<file path="src/rtl/regfile_writeback_unit.sv">
// In-order writeback queue feeding the register-file write port. Loads wait for
// in-order memory responses; a busy scoreboard exposes pending destinations.
module regfile_writeback_unit #(
  parameter int DEPTH = 4
) (
  input  logic        clk,
  input  logic        rst_n,
  input  logic        iss_valid,
  output logic        iss_ready,
  input  logic [4:0]  iss_rd,
  input  logic        iss_is_load,
  input  logic [31:0] iss_data,
  input  logic [2:0]  iss_funct3,
  input  logic [1:0]  iss_addr_lo,
  input  logic        mem_rvalid,
  input  logic [31:0] mem_rdata,
  output logic        RegWrite,
  output logic [4:0]  wr,
  output logic [31:0] wd,
  output logic [31:0] busy,
  output logic        err_spurious
);

  localparam int AW = $clog2(DEPTH);
  localparam logic [AW:0] FULL_C = (AW+1)'(DEPTH);

  logic [4:0]       rd_q_r   [DEPTH];
  logic [31:0]      data_q_r [DEPTH];
  logic [2:0]       f3_q_r   [DEPTH];
  logic [1:0]       alo_q_r  [DEPTH];
  logic [DEPTH-1:0] valid_r;
  logic [DEPTH-1:0] done_r;
  logic [DEPTH-1:0] load_r;
  logic [AW-1:0]    head_r;
  logic [AW-1:0]    tail_r;
  logic [AW:0]      count_r;

  logic             push_s;
  logic             pop_s;
  logic             resp_hit_s;
  logic [AW-1:0]    resp_idx_s;
  logic [31:0]      busy_s;

  function automatic logic [31:0] extend_load(input logic [31:0] word,
                                              input logic [2:0]  funct3,
                                              input logic [1:0]  addr_lo);
    logic [7:0]  byte_v;
    logic [15:0] half_v;
    logic [31:0] res_v;
    case (addr_lo)
      2'd0:    byte_v = word[7:0];
      2'd1:    byte_v = word[15:8];
      2'd2:    byte_v = word[23:16];
      2'd3:    byte_v = word[31:24];
      default: byte_v = word[7:0];
    endcase
    half_v = addr_lo[1] ? word[31:16] : word[15:0];
    case (funct3)
      3'd0:    res_v = {{24{byte_v[7]}}, byte_v};
      3'd1:    res_v = {{16{half_v[15]}}, half_v};
      3'd4:    res_v = {24'd0, byte_v};
      3'd5:    res_v = {16'd0, half_v};
      default: res_v = word;
    endcase
    return res_v;
  endfunction

  assign iss_ready = (count_r < FULL_C);
  assign push_s    = iss_valid && iss_ready;
  assign pop_s     = valid_r[head_r] && done_r[head_r];
  assign busy      = busy_s;

  // Oldest outstanding load, searched in ring order from the head; the slot
  // being pushed this cycle is not yet valid, so it can never be matched.
  always_comb begin
    resp_hit_s = 1'b0;
    resp_idx_s = head_r;
    for (int k = 0; k < DEPTH; k++) begin
      if (!resp_hit_s && valid_r[head_r + AW'(k)] && load_r[head_r + AW'(k)] &&
          !done_r[head_r + AW'(k)]) begin
        resp_hit_s = 1'b1;
        resp_idx_s = head_r + AW'(k);
      end else begin
        resp_hit_s = resp_hit_s;
      end
    end
  end

  // Scoreboard: every queued destination plus the one being written right now.
  always_comb begin
    busy_s = 32'd0;
    for (int i = 0; i < DEPTH; i++) begin
      if (valid_r[i]) begin
        busy_s[rd_q_r[i]] = 1'b1;
      end else begin
        busy_s = busy_s;
      end
    end
    if (RegWrite) begin
      busy_s[wr] = 1'b1;
    end else begin
      busy_s = busy_s;
    end
    busy_s[0] = 1'b0;
  end

  // Queue storage, pointers and occupancy.
  always_ff @(posedge clk or negedge rst_n) begin
    if (!rst_n) begin
      valid_r <= '0;
      done_r  <= '0;
      load_r  <= '0;
      head_r  <= '0;
      tail_r  <= '0;
      count_r <= '0;
      for (int i = 0; i < DEPTH; i++) begin
        rd_q_r[i]   <= 5'd0;
        data_q_r[i] <= 32'd0;
        f3_q_r[i]   <= 3'd0;
        alo_q_r[i]  <= 2'd0;
      end
    end else begin
      if (push_s) begin
        rd_q_r[tail_r]   <= iss_rd;
        data_q_r[tail_r] <= iss_data;
        f3_q_r[tail_r]   <= iss_funct3;
        alo_q_r[tail_r]  <= iss_addr_lo;
        load_r[tail_r]   <= iss_is_load;
        done_r[tail_r]   <= !iss_is_load;
        valid_r[tail_r]  <= 1'b1;
        tail_r           <= tail_r + AW'(1);
      end
      if (mem_rvalid && resp_hit_s) begin
        data_q_r[resp_idx_s] <= extend_load(mem_rdata, f3_q_r[resp_idx_s], alo_q_r[resp_idx_s]);
        done_r[resp_idx_s]   <= 1'b1;
      end
      if (pop_s) begin
        valid_r[head_r] <= 1'b0;
        head_r          <= head_r + AW'(1);
      end
      case ({push_s, pop_s})
        2'b10:   count_r <= count_r + (AW+1)'(1);
        2'b01:   count_r <= count_r - (AW+1)'(1);
        default: count_r <= count_r;
      endcase
    end
  end

  // Registered write port; wr/wd hold their last value between writes.
  always_ff @(posedge clk or negedge rst_n) begin
    if (!rst_n) begin
      RegWrite <= 1'b0;
      wr       <= 5'd0;
      wd       <= 32'd0;
    end else if (pop_s) begin
      RegWrite <= (rd_q_r[head_r] != 5'd0);
      wr       <= rd_q_r[head_r];
      wd       <= data_q_r[head_r];
    end else begin
      RegWrite <= 1'b0;
    end
  end

  // Sticky flag for a response arriving with no load waiting for it.
  always_ff @(posedge clk or negedge rst_n) begin
    if (!rst_n) begin
      err_spurious <= 1'b0;
    end else if (mem_rvalid && !resp_hit_s) begin
      err_spurious <= 1'b1;
    end else begin
      err_spurious <= err_spurious;
    end
  end

endmodule

</file>
<file path="config.mk">
export PLATFORM = sky130hd
export DESIGN_NAME = regfile_writeback_unit
export DESIGN_NICKNAME = d
export VERILOG_FILES = /design/src/rtl/regfile_writeback_unit.sv
export SDC_FILE = /design/constraint.sdc
export NUM_CORES = 1
export LEC_CHECK = 0
export ABC_AREA = 1
export BUFFER_PORTS_ARGS = -buffer_cell sky130_fd_sc_hd__buf_2
export CAP_MARGIN = 10
export CORE_UTILIZATION = 30
export CTS_BUF_LIST = sky130_fd_sc_hd__clkbuf_16
export CTS_CLUSTER_DIAMETER = 120
export DETAILED_ROUTE_END_ITERATION = 8
export PLACE_DENSITY_LB_ADDON = 0.2
export SLEW_MARGIN = 20
export SYNTH_ARGS = -nofsm -noshare
export SYNTH_HDL_FRONTEND = slang
export SYNTH_SLANG_ARGS = --single-unit
export TNS_END_PERCENT = 50
</file>
<file path="constraint.sdc">
create_clock -name clk -period 3.6 [get_ports clk]
set_clock_uncertainty 0.05 [all_clocks]
set_input_delay 0.54 -clock clk [delete_from_list [all_inputs] [get_ports clk]]
set_output_delay 0.54 -clock clk [all_outputs]
set_load 0.01 [all_outputs]
</file>
==> summary.txt <==
Synth top area share: 0.4155
Final TNS setup: 0 ns
Worst reg2reg path endpoint: data_q_r[77]
Synthesized area per cell: 7.267 sq um
Final Max Slew Viols: 0
Count of flip-flops with a built-in enable after synthesis: 0
Synth area leaders: dfrtp_1, nand2_1, o21ai_0
Async S/R FF share, synth: 1.000
GP Congestion: 0.9345
Post-Syn Area: 13610 sq um
Fmax: 302.7 MHz
Global route total overflow: 0
Core Util, Final: 0.3602
Register-to-Register Path Depth: 20
Bufs on Longest Clock Path: 3
Status: finished, final reports clean
Clock Latency Late Sink: 0.55 ns
FF-to-FF setup slack: 0.30 ns
Cell taking the most area after synthesis: dfrtp_1
Crit path from: head_r[0]
CP Launch Type: flip-flop
Routed WL per cell: 19.67 um
Routed via count: 13.70k
Post-layout nets: 2082
Die span in x: 215.0 um
PD cells: 1216 nW/um^2
Netlist cell types: 48
# DRC: 0
Post-DRT Antenna Nets: 0
Fillers: 4834
Port-buffer cells: 149
Area delta synth->final: 17.78%
Syn Nets: 1962
Num rows: 77
Synth Flop Type: dfrtp_1
Register bit total from synthesis: 226
CP Max Fanout: 15
Leak pwr: 7.463 nW
Min cycle time layout: 3.303 ns
H-tree depth: 1
Hold Path Stages: 2
Total power: 19.49 mW
Least-Margin Pin Slew: 0.9630 ns
Synth warn: 0
Critical path required time: 4.03 ns
CTS tree: built
Layout cells sized above 1: 0.1453
Final worst slack: 0.2965 ns
Commonest non-fill, non-tap cells in the layout: nand2_1, dfrtp_1, nor2_1, inv_1, o21ai_0
Largest net degree at the start of global routing: 86
Max_cap viols: 0
Worst Hold Class: in2reg
Initial Utilization: 0.3058
Arr. time, crit path: 3.73 ns
Vias in the first global route: 13.23k
Syn Inst Count: 1873
Setup Crit Path Kind: reg2reg
IO Count: 151
Most common cell after layout, fill and taps aside: nand2_1
Hold Vio Cnt, Final: 0
Initial DRC Count: 1159
Clock sinks: 226
Slew HR: 0.3530
GRT Util Overall: 0.2176
Core box area: 44510 sq um
Die Ht: 215.0 um
End of the critical path: data_q_r[77]
Setup-failing EPs final: 0
Clock slew at reported path FFs: 0.06 ns
DR pass1 iterations: 6
Die Area: 46230 sq um
Peak supply drop: 0.9529 mV
WHS: 0.2211 ns
Total wire length: 51210 um
Initial antenna violation count: 1
Hpwl dp: 33560 um
Root buf cell: clkbuf_16
Post-Place Worst Slack: 0.02355 ns
Vias per inst: 5.263
Post-route clock period utilization: 0.9176
R2r startpoint: head_r[0]
CTS Buf Count: 27
Global-route wire length before repair: 78790 um
Register area share after synthesis: 0.4155
Worst Setup End Kind: flip-flop
synth_stat cells, types with 9 or more instances:
cell	n
o21ai_0	162
o22ai_1	19
inv_1	163
o211ai_1	97
o21ai_1	27
clkbuf_1	81
nand3_1	73
buf_1	9
nand2_1	556
dfrtp_1	226
nand3_4	11
a31oi_1	49
a21oi_1	50
nor2_1	175
ha_1	9
nor3_1	44
o221ai_1	18
metal layers:
metal / wire [um] / GRT usage / up-vias / share of wire
met5: 0 / 0 / - / 0
met4: 1615 / 0.07494 / 0 / 0.032
met3: 2995 / 0.03086 / 90 / 0.058
met2: 23560 / 0.3551 / 459 / 0.46
met1: 23040 / 0.2940 / 6640 / 0.45
li1: - / - / 6510 / -
worst min-delay path by stage:
stage	from	to	slack, ns
floorplan	rst_n	RegWrite	0.19
global placement	count_r[0]	count_r[0]	0.41
detailed placement	err_spurious	err_spurious	0.42
CTS	mem_rvalid	err_spurious	0.20
global route	mem_rvalid	err_spurious	0.21
finish	mem_rvalid	err_spurious	0.22
per-stage QoR:
stage          area [sq um]  std cells
6_report              16030       2603
5_1_grt               16030       2602
4_1_cts               15940       2597
3_5_place_dp          15070       2550
3_3_place_gp          15070       2550
2_1_floorplan         13610       1873
cell families (layout without fill, tap and decap cells):
family | after synthesis | after routing | synth area share
adders and majority gates | 10 | 10 | 0.009744
xor gates and xnor gates | 4 | 4 | 0.002574
other | 1 | 2 | 0.0002755
muxes | 4 | 4 | 0.002942
DFF | 226 | 226 | 0.4155
AOI/OAI and AO/OA | 452 | 452 | 0.2039
buffers and inverters | 283 | 419 | 0.08273
and+or+nand+nor | 893 | 894 | 0.2824
critical path: stages (launching register included):
cell	delay (ns)
dfrtp_4	0.52
inv_2	0.11
ha_1	0.27
inv_1	0.13
nand4_1	0.12
nand2_2	0.15
nand2_1	0.08
nand2_1	0.06
nand2_1	0.06
nor2_2	0.19
nor2_2	0.09
nor2_8	0.16
nand2_2	0.14
nand2_4	0.17
nand2_1	0.09
nand3_1	0.11
nand4_2	0.17
buf_12	0.22
nand2_1	0.19
nand2_1	0.07
nand2_1	0.07
final cells by class:
type                    instances  area [sq um]  share of cell area
diodes                          1         2.502           0.0001561
clock buffers                  27         675.6             0.04214
clock inverters                19         185.2             0.01155
inverters                     178         673.1             0.04199
multi-input cells            1365          6860              0.4279
flip-flops and latches        226          5660              0.3531
well taps                     592         740.7             0.04620
repair buffers                195          1234             0.07695
where the power goes:
group          internal (mW)  switching [mW]  leakage [nW]
Combinational           3.87            8.07          4.36
Sequential              3.89           0.890          2.68
Clock                   1.63            1.13         0.432
state kept, by name, indices dropped and copies added, names as in the netlist:
| name | flops |
|---|---|
| head_r | 2 |
| count_r | 3 |
| tail_r | 2 |
| data_q_r | 128 |
| done_r | 4 |
| wd | 32 |
| wr | 5 |
| err_spurious | 1 |
| load_r | 4 |
| alo_q_r | 8 |
| RegWrite | 1 |
| valid_r | 4 |
| rd_q_r | 20 |
| f3_q_r | 12 |
timing repair:
item,4_1_cts,5_1_grt
gates resized for setup,0,9
hold endpoints to repair,3,0
hold buffers,1,0
endpoints found under the setup margin,0,120
setup buffers,0,3
(Power assumes the default switching activity.)
